$ cat config.mk
export PLATFORM = sky130hd
export DESIGN_NAME = d_input_debouncer_flat
export DESIGN_NICKNAME = d
export VERILOG_FILES = /design/src/rtl/d_input_debouncer_if.sv /design/src/rtl/d_input_debouncer.sv /design/src/flat_wrapper.sv
export SDC_FILE = /design/constraint.sdc
export NUM_CORES = 1
export LEC_CHECK = 0
export CORE_AREA = 2 2 39 41
export DETAILED_ROUTE_END_ITERATION = 10
export DIE_AREA = 0 0 41 43
export SLEW_MARGIN = 10
export SYNTH_ARGS = -nofsm -noshare
export SYNTH_HDL_FRONTEND = slang
export SYNTH_SLANG_ARGS = --single-unit
$ cat constraint.sdc
create_clock -name clk -period 3.1 [get_ports clk]
set_input_delay 0.62 -clock clk [delete_from_list [all_inputs] [get_ports clk]]
set_output_delay 0.62 -clock clk [all_outputs]
set_load 0.02 [all_outputs]
$ cat src/rtl/d_input_debouncer_if.sv
// Signal bundle between a raw data source and the input debouncer.
// glitch_cnt is present only when DEBOUNCE_GLITCH_CNT_EN is defined.
`timescale 1ns/1ps

interface d_input_debouncer_if;
    logic       d_raw;
    logic       d_out;
    logic       rise;
    logic       fall;
    logic       busy;
`ifdef DEBOUNCE_GLITCH_CNT_EN
    logic [7:0] glitch_cnt;
`endif

`ifdef DEBOUNCE_GLITCH_CNT_EN
    // Source side: drives the raw line, observes the conditioned outputs.
    modport master (
        output d_raw,
        input  d_out,
        input  rise,
        input  fall,
        input  busy,
        input  glitch_cnt
    );

    // Debouncer side.
    modport slave (
        input  d_raw,
        output d_out,
        output rise,
        output fall,
        output busy,
        output glitch_cnt
    );
`else
    // Source side: drives the raw line, observes the conditioned outputs.
    modport master (
        output d_raw,
        input  d_out,
        input  rise,
        input  fall,
        input  busy
    );

    // Debouncer side.
    modport slave (
        input  d_raw,
        output d_out,
        output rise,
        output fall,
        output busy
    );
`endif
endinterface

$ cat src/rtl/d_input_debouncer.sv
// Synchronises and debounces a raw data line; emits rise/fall strobes.
// Optional glitch counter: define DEBOUNCE_GLITCH_CNT_EN.
`timescale 1ns/1ps

module d_input_debouncer #(
    parameter int SYNC_STAGES     = 2,
    parameter int DEBOUNCE_CYCLES = 4,
    parameter int CNT_W           = 3
) (
    input logic                clk,
    input logic                reset,
    d_input_debouncer_if.slave dbus
);

    typedef enum logic {
        ST_STABLE = 1'b0,
        ST_CHECK  = 1'b1
    } state_t;

    localparam logic [CNT_W-1:0] CNT_LAST = CNT_W'(DEBOUNCE_CYCLES - 1);
    localparam logic [CNT_W-1:0] CNT_ONE  = CNT_W'(1);

    logic [SYNC_STAGES-1:0] sync_q;
    logic                   sync_bit;
    logic                   differs;

    state_t                 state_q;
    state_t                 state_d;
    logic [CNT_W-1:0]       cnt_q;
    logic [CNT_W-1:0]       cnt_d;
    logic                   dout_q;
    logic                   dout_d;
    logic                   rise_q;
    logic                   rise_d;
    logic                   fall_q;
    logic                   fall_d;
    logic                   busy_q;
    logic                   busy_d;

    assign sync_bit = sync_q[SYNC_STAGES-1];
    assign differs  = sync_bit != dout_q;

    // Metastability chain: raw line enters at bit 0, leaves at the top bit.
    always_ff @(posedge clk or negedge reset) begin
        if (!reset) begin
            sync_q <= '0;
        end else begin
            sync_q <= {sync_q[SYNC_STAGES-2:0], dbus.d_raw};
        end
    end

    // Qualification FSM state and registered outputs.
    always_ff @(posedge clk or negedge reset) begin
        if (!reset) begin
            state_q <= ST_STABLE;
            cnt_q   <= '0;
            dout_q  <= 1'b0;
            rise_q  <= 1'b0;
            fall_q  <= 1'b0;
            busy_q  <= 1'b0;
        end else begin
            state_q <= state_d;
            cnt_q   <= cnt_d;
            dout_q  <= dout_d;
            rise_q  <= rise_d;
            fall_q  <= fall_d;
            busy_q  <= busy_d;
        end
    end

    // Next state: a new level must persist DEBOUNCE_CYCLES samples to commit.
    always_comb begin
        state_d = state_q;
        cnt_d   = cnt_q;
        dout_d  = dout_q;
        rise_d  = 1'b0;
        fall_d  = 1'b0;
        busy_d  = busy_q;
        unique case (state_q)
            ST_STABLE: begin
                if (differs) begin
                    state_d = ST_CHECK;
                    cnt_d   = CNT_ONE;
                    busy_d  = 1'b1;
                end else begin
                    cnt_d   = '0;
                    busy_d  = 1'b0;
                end
            end
            ST_CHECK: begin
                if (!differs) begin
                    // Candidate bounced back before it qualified.
                    state_d = ST_STABLE;
                    cnt_d   = '0;
                    busy_d  = 1'b0;
                end else if (cnt_q == CNT_LAST) begin
                    state_d = ST_STABLE;
                    cnt_d   = '0;
                    busy_d  = 1'b0;
                    dout_d  = sync_bit;
                    rise_d  = sync_bit;
                    fall_d  = ~sync_bit;
                end else begin
                    cnt_d   = cnt_q + 1'b1;
                end
            end
        endcase
    end

`ifdef DEBOUNCE_GLITCH_CNT_EN
    logic       bounce;
    logic [7:0] glitch_q;

    assign bounce = (state_q == ST_CHECK) && !differs;

    // Saturating count of rejected candidates.
    always_ff @(posedge clk or negedge reset) begin
        if (!reset) begin
            glitch_q <= 8'h00;
        end else if (bounce && (glitch_q != 8'hFF)) begin
            glitch_q <= glitch_q + 8'h01;
        end
    end

    assign dbus.glitch_cnt = glitch_q;
`endif

    assign dbus.d_out = dout_q;
    assign dbus.rise  = rise_q;
    assign dbus.fall  = fall_q;
    assign dbus.busy  = busy_q;

    // Strobes are exclusive and separated by at least one idle cycle.
    a_strobe_excl: assert property (
        @(posedge clk) disable iff (!reset)
        !(rise_q && fall_q)
    );

    a_strobe_gap: assert property (
        @(posedge clk) disable iff (!reset)
        (rise_q || fall_q) |=> !(rise_q || fall_q)
    );

    // The counter stops at the commit value and never wraps.
    a_cnt_bound: assert property (
        @(posedge clk) disable iff (!reset)
        cnt_q <= CNT_LAST
    );

endmodule
$ cat src/flat_wrapper.sv
// flat-port wrapper written by rule: the top's interface ports become plain ports
module d_input_debouncer_flat 
#(
    parameter int SYNC_STAGES     = 2,
    parameter int DEBOUNCE_CYCLES = 4,
    parameter int CNT_W           = 3
)
  (clk, reset, dbus_d_raw, dbus_d_out, dbus_rise, dbus_fall, dbus_busy);
  d_input_debouncer_if dbus_i ();
  input logic clk;
  input logic reset;
  input wire logic [$bits(dbus_i.d_raw)-1:0] dbus_d_raw;
  output wire logic [$bits(dbus_i.d_out)-1:0] dbus_d_out;
  output wire logic [$bits(dbus_i.rise)-1:0] dbus_rise;
  output wire logic [$bits(dbus_i.fall)-1:0] dbus_fall;
  output wire logic [$bits(dbus_i.busy)-1:0] dbus_busy;
  assign dbus_i.d_raw = dbus_d_raw;
  assign dbus_d_out = dbus_i.d_out;
  assign dbus_rise = dbus_i.rise;
  assign dbus_fall = dbus_i.fall;
  assign dbus_busy = dbus_i.busy;
  d_input_debouncer #(.SYNC_STAGES(SYNC_STAGES), .DEBOUNCE_CYCLES(DEBOUNCE_CYCLES), .CNT_W(CNT_W)) u_core (.clk(clk), .reset(reset), .dbus(dbus_i));
endmodule
==> summary.md, run 1 <==
| Metric | Value |
|---|---|
| # fillers | 138 |
| Synth warn | 0 |
| Met2 usage in global routing | 12.81% |
| Hold Path Stages | 0 |
| Clock Pin Slew Worst Setup and Hold Paths | 0.06 ns |
| CP arrival | 1.30 ns |
| Cts hold-fix bufs | 0 |
| Status | completed |
| Maximum buffer depth of the clock tree | 2 |
| Post-Syn Instances | 24 |
| Worst-margin pin slew | 0.4383 ns |
| Placed cells | 46 |
| Sequential fraction of the synthesis area | 67.11% |
| Final Non-Filler Cells | 49 |
| Synth-to-Final Area Change | 27.52% |
| Clk sinks | 10 |
| Diodes inserted | 0 |
| Max frequency | 0.5207 GHz |
| Worst-path cell chain | clkdlybuf4s50_1 |
| Layout cell share with drive strength beyond 1 | 27.27% |
| Initial DRC count | 0 |
| Root Driver | clkbuf_4 |
| Worst Setup End Kind | primary output |
| PortBufs | 6 |
| CP max-delay cell | clkdlybuf4s50_1 |
| RSZ-0062 raised after global routing | no |
| Synth area leaders | dfrtp_1 (67%), and2_2 (4.0%), mux2_4 (4.0%), nor3b_1 (4.0%), nor2b_4 (3.7%) |
| ANT nets after route | 0 |
| Vias | 209 |
| Die W | 41 µm |
| Die H | 43 µm |
| Worst path bufs/invs | 1 |
| Worst Path Required | 2.48 ns |
| Worst hold start | u_core.sync_q[0] |
| Initial antenna violation count | 0 |
| Row Count | 14 |
| Worst VDD drop | 0.3746 mV |
| Vias/cell | 4.265 |
| Hold Crit Endpoint | u_core.sync_q[1] |
| Starting density of the core | 26.94% |
| Dpl cell area | 452.9 µm² |
| Final Cell Area | 475.5 µm² |
| Top Ports | 7 |
| Met1 Use GR | 11.00% |
| Final Hold Viols | 0 |
| CP Max Fanout | 5 |
| CTS tree | done |
| Yosys reg bits | 10 |
| RR Endpoint | u_core.dbus.d_out |
| R2R cell count | 4 |
| Total Wirelength | 563 µm |
| Post-CTS Setup Bufs | 0 |
| Synthesized Nets | 28 |
| Worst skew pair latency | 0.25 ns |
| Total GRT Usage | 9.119% |
| Largest net degree at the start of global routing | 11 |
| Fin crit share | 61.96% |
| Average size of a mapped cell | 15.54 µm² |
| Worst Skew | 0.0005382 ns |
| Post-synth top area share | 67.11% |
| Hold Path Class | flip-flop to flip-flop |
| R2r startpoint | u_core.cnt_q[0] |
| Max Cap Viol | 0 |
| Gr ovfl total | 0 |
| Kind of cell adding the most delay to the critical path | buffers and inverters |
| Setup tns final | 0 ns |
| First-pass GRT wire length | 1069 µm |
| CP peak stage delay | 0.64 ns |
| # DRC | 0 |
| Final Slew Violations | 0 |
| Synth cell types | 13 |
| Final setup fails | 0 |
| Worst rel slew slack | 70.69% |
| CP Class | flip-flop to primary output |
| GR peak layer | met2 |
| GRT met3 Usage | 3.665% |
| Min cycle time layout | 1.921 ns |
| Core ar. | 1384 µm² |
| Die area | 1763 µm² |
| Power Density | 810.4 nW/µm² |
| Wire length per cell | 11.49 µm |
| Post-synth top area cell | dfrtp_1 |
| TritonRoute pass-1 iters | 1 |
| Mapped Area | 372.9 µm² |
| Reg2reg setup slack | 1.87 ns |
| Vias in the first global route | 254 |
| Leak Pwr | 0.2180 nW |
| Post_cts resized | 0 |
| TritonCTS Buffers | 3 |
| Final net count | 39 |
| Startpoint types | flip-flop |
| CTS H-tree depth | 1 |
| GPL Wtd Cong | 0.6621 |
where the power goes:
group          leakage [nW]  switching [W]  internal [W]
registers             0.128      0.0000257      0.000164
clock network        0.0138      0.0000355     0.0000443
logic                0.0765      0.0000490     0.0000669
total                 0.218       0.000110      0.000275
metrics by stage:
step	total power, W	utilization (%)	hold WS [ns]	setup WS (ns)
after floorplan	0.0002633	-	0.3244	1.927
after global placement	0.0003048	32.73	0.3382	1.467
after detailed placement	0.0003094	32.73	0.3358	1.444
after CTS	0.0003942	34.36	0.3494	1.163
after global routing	0.0004156	34.36	0.3696	1.120
final	0.0003853	34.36	0.3470	1.179
how the worst max path moves through the flow:
stage / start / to / slack (ns) / depth (start not counted)
final: u_core.dbus.d_out / dbus_d_out / 1.18 / 1
after global routing: u_core.dbus.d_out / dbus_d_out / 1.12 / 1
after CTS: u_core.dbus.d_out / dbus_d_out / 1.16 / 1
after detailed placement: u_core.dbus.d_out / dbus_d_out / 1.44 / 1
after global placement: u_core.dbus.d_out / dbus_d_out / 1.47 / 1
after floorplan: u_core.cnt_q[0] / u_core.dbus.d_out / 1.93 / 4
cell families after synthesis:
family                   Yosys count  share of synthesized area [%]
multiplexers                       1                          4.026
XOR/XNOR                           1                          2.349
AO/OA/AOI/OAI                      2                          3.355
adder cells (fa/ha/maj)            1                          3.355
flip-flops                        10                          67.11
AND/OR/NAND/NOR                    9                          19.80
routing by layer:
| metal | vias up | share of wire [%] |
|---|---|---|
| li1 | 101 | - |
| met1 | 101 | 39 |
| met2 | 7 | 52 |
| met3 | 0 | 8.5 |
| met4 | 0 | 0 |
| met5 | - | 0 |
registers in the layout (all words and copies together), names as in the netlist:
| signal | flops |
|---|---|
| u_core.state_q | 1 |
| u_core.sync_q | 2 |
| u_core.cnt_q | 3 |
| u_core.dbus.busy | 1 |
| u_core.dbus.rise | 1 |
| u_core.dbus.d_out | 1 |
| u_core.dbus.fall | 1 |
Yosys cell counts (all sizes together):
library cell and n:
a21boi 1, and3 1, nor2b 1, nand2b 1, mux2 1, and2 2, xor2 1, o21ai 1
ha 1, and4b 1, nor3b 2, dfrtp 10, nand2 1
cell type report:
cell class                 count  area (µm²)  share of cell area [%]
tap                           16       20.02                   4.211
timing repair buffer           6       60.06                   12.63
sequential                    10       250.2                   52.63
multi-input combinational     14       122.6                   25.79
clock buffer                   3       22.52                   4.737
cell usage in the layout, fill, tap and decap left out, drive strengths merged:
master / n
nand2b: 1
xor2: 1
and4b: 1
and2: 2
nor3b: 2
clkdlybuf4s50: 6
and3: 1
o21ai: 1
clkbuf: 3
mux2: 1
dfrtp: 10
ha: 1
a21boi: 1
nor2b: 1
nand2: 1
(Power assumes the default switching activity.)
==> run 2, diff against run 1 <==
clock period = 1.7 ns   (was 3.1 ns; I/O delays follow)
==> results of run 2 <==
The final DEF is identical to that of run 1. Status: completed.
Main changes from that run: setup slack after placement 1.444 ns -> 0.3238 ns; setup slack after layout 1.179 ns -> 0.05938 ns; register-to-register setup slack 1.87 ns -> 0.47 ns; total power 0.0003853 W -> 0.0007027 W; worst IR drop on VDD 0.3746 mV -> 0.6832 mV
==> run 3, diff against run 2 <==
ABC_AREA = 1   (was default)
==> summary.md, run 3 <==
| Metric | Value |
|---|---|
| Status | completed |
| GR peak layer | met4 |
| Root Driver | clkbuf_4 |
| Min Hold Slack | 0.3557 ns (+0.008699 ns) |
| Top Ports | 7 (unchanged) |
| Yosys reg bits | 10 (unchanged) |
| PortBufs | 6 (unchanged) |
| GPL Wtd Cong | 0.6670 (+0.74%) |
| CP peak stage delay | 0.61 ns (-0.03 ns) |
| Max FFs per register | 3 (unchanged) |
| Most frequent cell after synthesis | dfrtp_1 |
| CP Class | flip-flop to primary output |
| Final Slew Violations | 0 (unchanged) |
| Sw frac | 31.67% |
| Initial DRC count | 2 (+2) |
| Hold Path Class | flip-flop to flip-flop |
| Diodes inserted | 0 (unchanged) |
| Core ar. | 1384 µm² (unchanged) |
| Average size of a mapped cell | 10.51 µm² (-32%) |
| Post_cts resized | 0 (unchanged) |
| Worst Path Required | 1.36 ns |
| Wire length per cell | 8.367 µm (-27%) |
| Register area | 250.2 µm² (unchanged) |
| Worst-margin pin slew | 0.4440 ns (+0.005704 ns) |
| Initial antenna violation count | 0 (unchanged) |
| Seq pwr share | 48.8% (-0.4 points) |
| # fillers | 148 (+7.2%) |
| Worst Skew | 0.002247 ns (+0.001708 ns) |
| Total Wirelength | 502 µm (-11%) |
| Final Hold Viols | 0 (unchanged) |
| Power Density | 1403 nW/µm² |
| Worst skew pair latency | 0.26 ns (about the same) |
| Final setup fails | 0 (unchanged) |
| CP arrival | 1.24 ns (-0.06 ns) |
| Die W | 41 µm (unchanged) |
| Post-synth top area share | 68.03% (+0.91 points) |
| Vias | 238 (+14%) |
| Leak Pwr | 0.2372 nW (+8.8%) |
| Worst path bufs/invs | 1 (unchanged) |
| Die H | 43 µm (unchanged) |
| CP Max Fanout | 4 (-1) |
| Min cycle time layout | 1.584 ns |
| Sequential fraction of the synthesis area | 68.03% (+0.91 points) |
| Worst Setup End Kind | primary output |
| Max frequency | 0.6315 GHz |
| Internal | 0.0004509 W |
| Layout cell share with drive strength beyond 1 | 15.91% (-11 points) |
| Die area | 1763 µm² (unchanged) |
| Synth-to-Final Area Change | 27.89% |
| Mapped Area | 367.9 µm² (-1.3%) |
| Commonest cells after routing, fill and taps aside | dfrtp_1 (10), nor2_1 (7), inv_1 (6), clkdlybuf4s50_1 (6), nand2_1 (5) |
| CP max-delay cell | clkdlybuf4s50_1 |
| Total GRT Usage | 8.265% (-0.85 points) |
| Top flop regs | u_core.cnt_q x3, u_core.sync_q x2 |
| Largest register by flop count | u_core.cnt_q |
| Synth area leaders | dfrtp_1 (68%), nor2_1 (7.1%), inv_1 (6.1%), nand2_1 (5.1%), ha_1 (3.4%) |
| Async SR Flop Fraction | 100.0% (unchanged) |
| Placed wire-length estimate | 360.6 µm |
| Worst rel slew slack | 70.30% (-0.38 points) |
| # DRC | 0 (unchanged) |
| Logic gate share of total power | 27.5% (-2.6 points) |
| Worst VDD drop | 0.4852 mV |
| Cts hold-fix bufs | 0 (unchanged) |
| Synth warn | 0 (unchanged) |
| Maximum buffer depth of the clock tree | 2 (unchanged) |
| Startpoint types | flip-flop |
| Final net count | 50 (+28%) |
| CTS H-tree depth | 1 (unchanged) |
| Commonest cells in the netlist | dfrtp_1 (10), nor2_1 (7), inv_1 (6) |
| Post-CTS Setup Bufs | 0 (unchanged) |
| CTS tree | done |
| TritonCTS Buffers | 3 (unchanged) |
| Synthesized Nets | 39 (+39%) |
| Post-Syn Instances | 35 (+46%) |
| Post-synth top flop | dfrtp_1 |
| Post-synth EDFFs | 0 (unchanged) |
| TritonRoute pass-1 iters | 2 (+1) |
| Gr ovfl total | 0 (unchanged) |
| NetSw | 0.0002090 W |
| Synth cell types | 10 (-3) |
| Met2 usage in global routing | 9.063% (-3.7 points) |
| Max Cap Viol | 0 (unchanged) |
| Multi-input gate area | 91.34 µm² (-26%) |
| Clock power frac | 23.7% (+3.0 points) |
| Post-synth top area cell | dfrtp_1 |
| ANT nets after route | 0 (unchanged) |
| First-pass GRT wire length | 800 µm (-25%) |
| Clock Pin Slew Worst Setup and Hold Paths | 0.06 ns (about the same) |
| Clk sinks | 10 (unchanged) |
| Most common cell after layout, fill and taps aside | dfrtp_1 |
| Vias/cell | 3.967 (-7.0%) |
| Largest net degree at the start of global routing | 11 (unchanged) |
| Row Count | 14 (unchanged) |
| Met1 Use GR | 8.475% (-2.5 points) |
| Vias in the first global route | 212 (-17%) |
| Worst-path cell chain | clkdlybuf4s50_1 |
| Fin crit share | 93.15% |
| Starting density of the core | 26.58% (-0.36 points) |
| Kind of cell adding the most delay to the critical path | buffers and inverters |
| Setup tns final | 0 ns (unchanged) |
| GRT met3 Usage | 3.141% (-0.52 points) |
| RSZ-0062 raised after global routing | no |
==> run 3: cell types whose count changed in the layout (fill, tap and decap cells not counted), moves of 2 or more <==
cell	before	now
nand2_1	0	5
nor3b_1	2	0
inv_1	0	6
nor2_1	0	7
and2_2	2	0
==> run 3: per-layer routing <==
layer	part of all wire [%]	routed length [µm]	vias up
li1	-	-	121
met1	44	221	105
met2	43	215	7
met3	4.2	21	5
met4	8.8	44	0
met5	0	0	-
==> run 3: power by group through the flow <==
stage | clock [W] | combinational (W) | sequential [W]
after floorplan | 0 | 0.0000878 | 0.000352
after global placement | 0 | 0.000183 | 0.000325
after detailed placement | 0 | 0.000187 | 0.000327
after CTS | 0.000167 | 0.000186 | 0.000323
after global routing | 0.000181 | 0.000207 | 0.000327
final | 0.000156 | 0.000181 | 0.000322
==> run 3: area by class of cell <==
class                           instances  area share (%)
Multi-Input combinational cell         18           19.41
Sequential cell                        10           53.19
Inverter                                7           5.585
Tap cell                               16           4.255
Timing Repair Buffer                    6           12.77
Clock buffer                            3           4.787
==> run 3: kinds of logic (layout without fill, tap and decap cells) <==
group                    after synthesis  count (layout)  share of synthesized area [%]
AO/OA/AOI/OAI                          1               1                          1.359
adder cells (fa/ha/maj)                1               1                          3.401
AND/OR/NAND/NOR                       16              16                          20.07
flip-flops                            10              10                          68.03
buffers and inverters                  7              16                          7.141
==> run 3: path summary, 6_finish.rpt <==
path,slack [ns],startpoint,depth (start not counted),end
min in group asynchronous,0.39,reset,1,u_core.cnt_q[1]
min reg2reg,0.36,u_core.sync_q[0],0,u_core.sync_q[1]
min,0.36,u_core.sync_q[0],0,u_core.sync_q[1]
max,0.12,u_core.dbus.d_out,1,dbus_d_out
max in group asynchronous,1.01,reset,1,u_core.sync_q[0]
max reg2reg,0.72,u_core.cnt_q[0],3,u_core.cnt_q[2]
==> run 3: through the flow <==
| step | cell area, µm² | std cells | setup WS [ns] | total power [W] | utilization, % |
|---|---|---|---|---|---|
| floorplan | 367.9 | 35 | 0.7637 | 0.0004393 | - |
| global placement | 447.9 | 57 | 0.3982 | 0.0005080 | 32.37 |
| detailed placement | 447.9 | 57 | 0.3899 | 0.0005135 | 32.37 |
| CTS | 470.5 | 60 | 0.09940 | 0.0006752 | 34.00 |
| global route | 470.5 | 60 | 0.06419 | 0.0007146 | 34.00 |
| finish | 470.5 | 60 | 0.1164 | 0.0006599 | 34.00 |
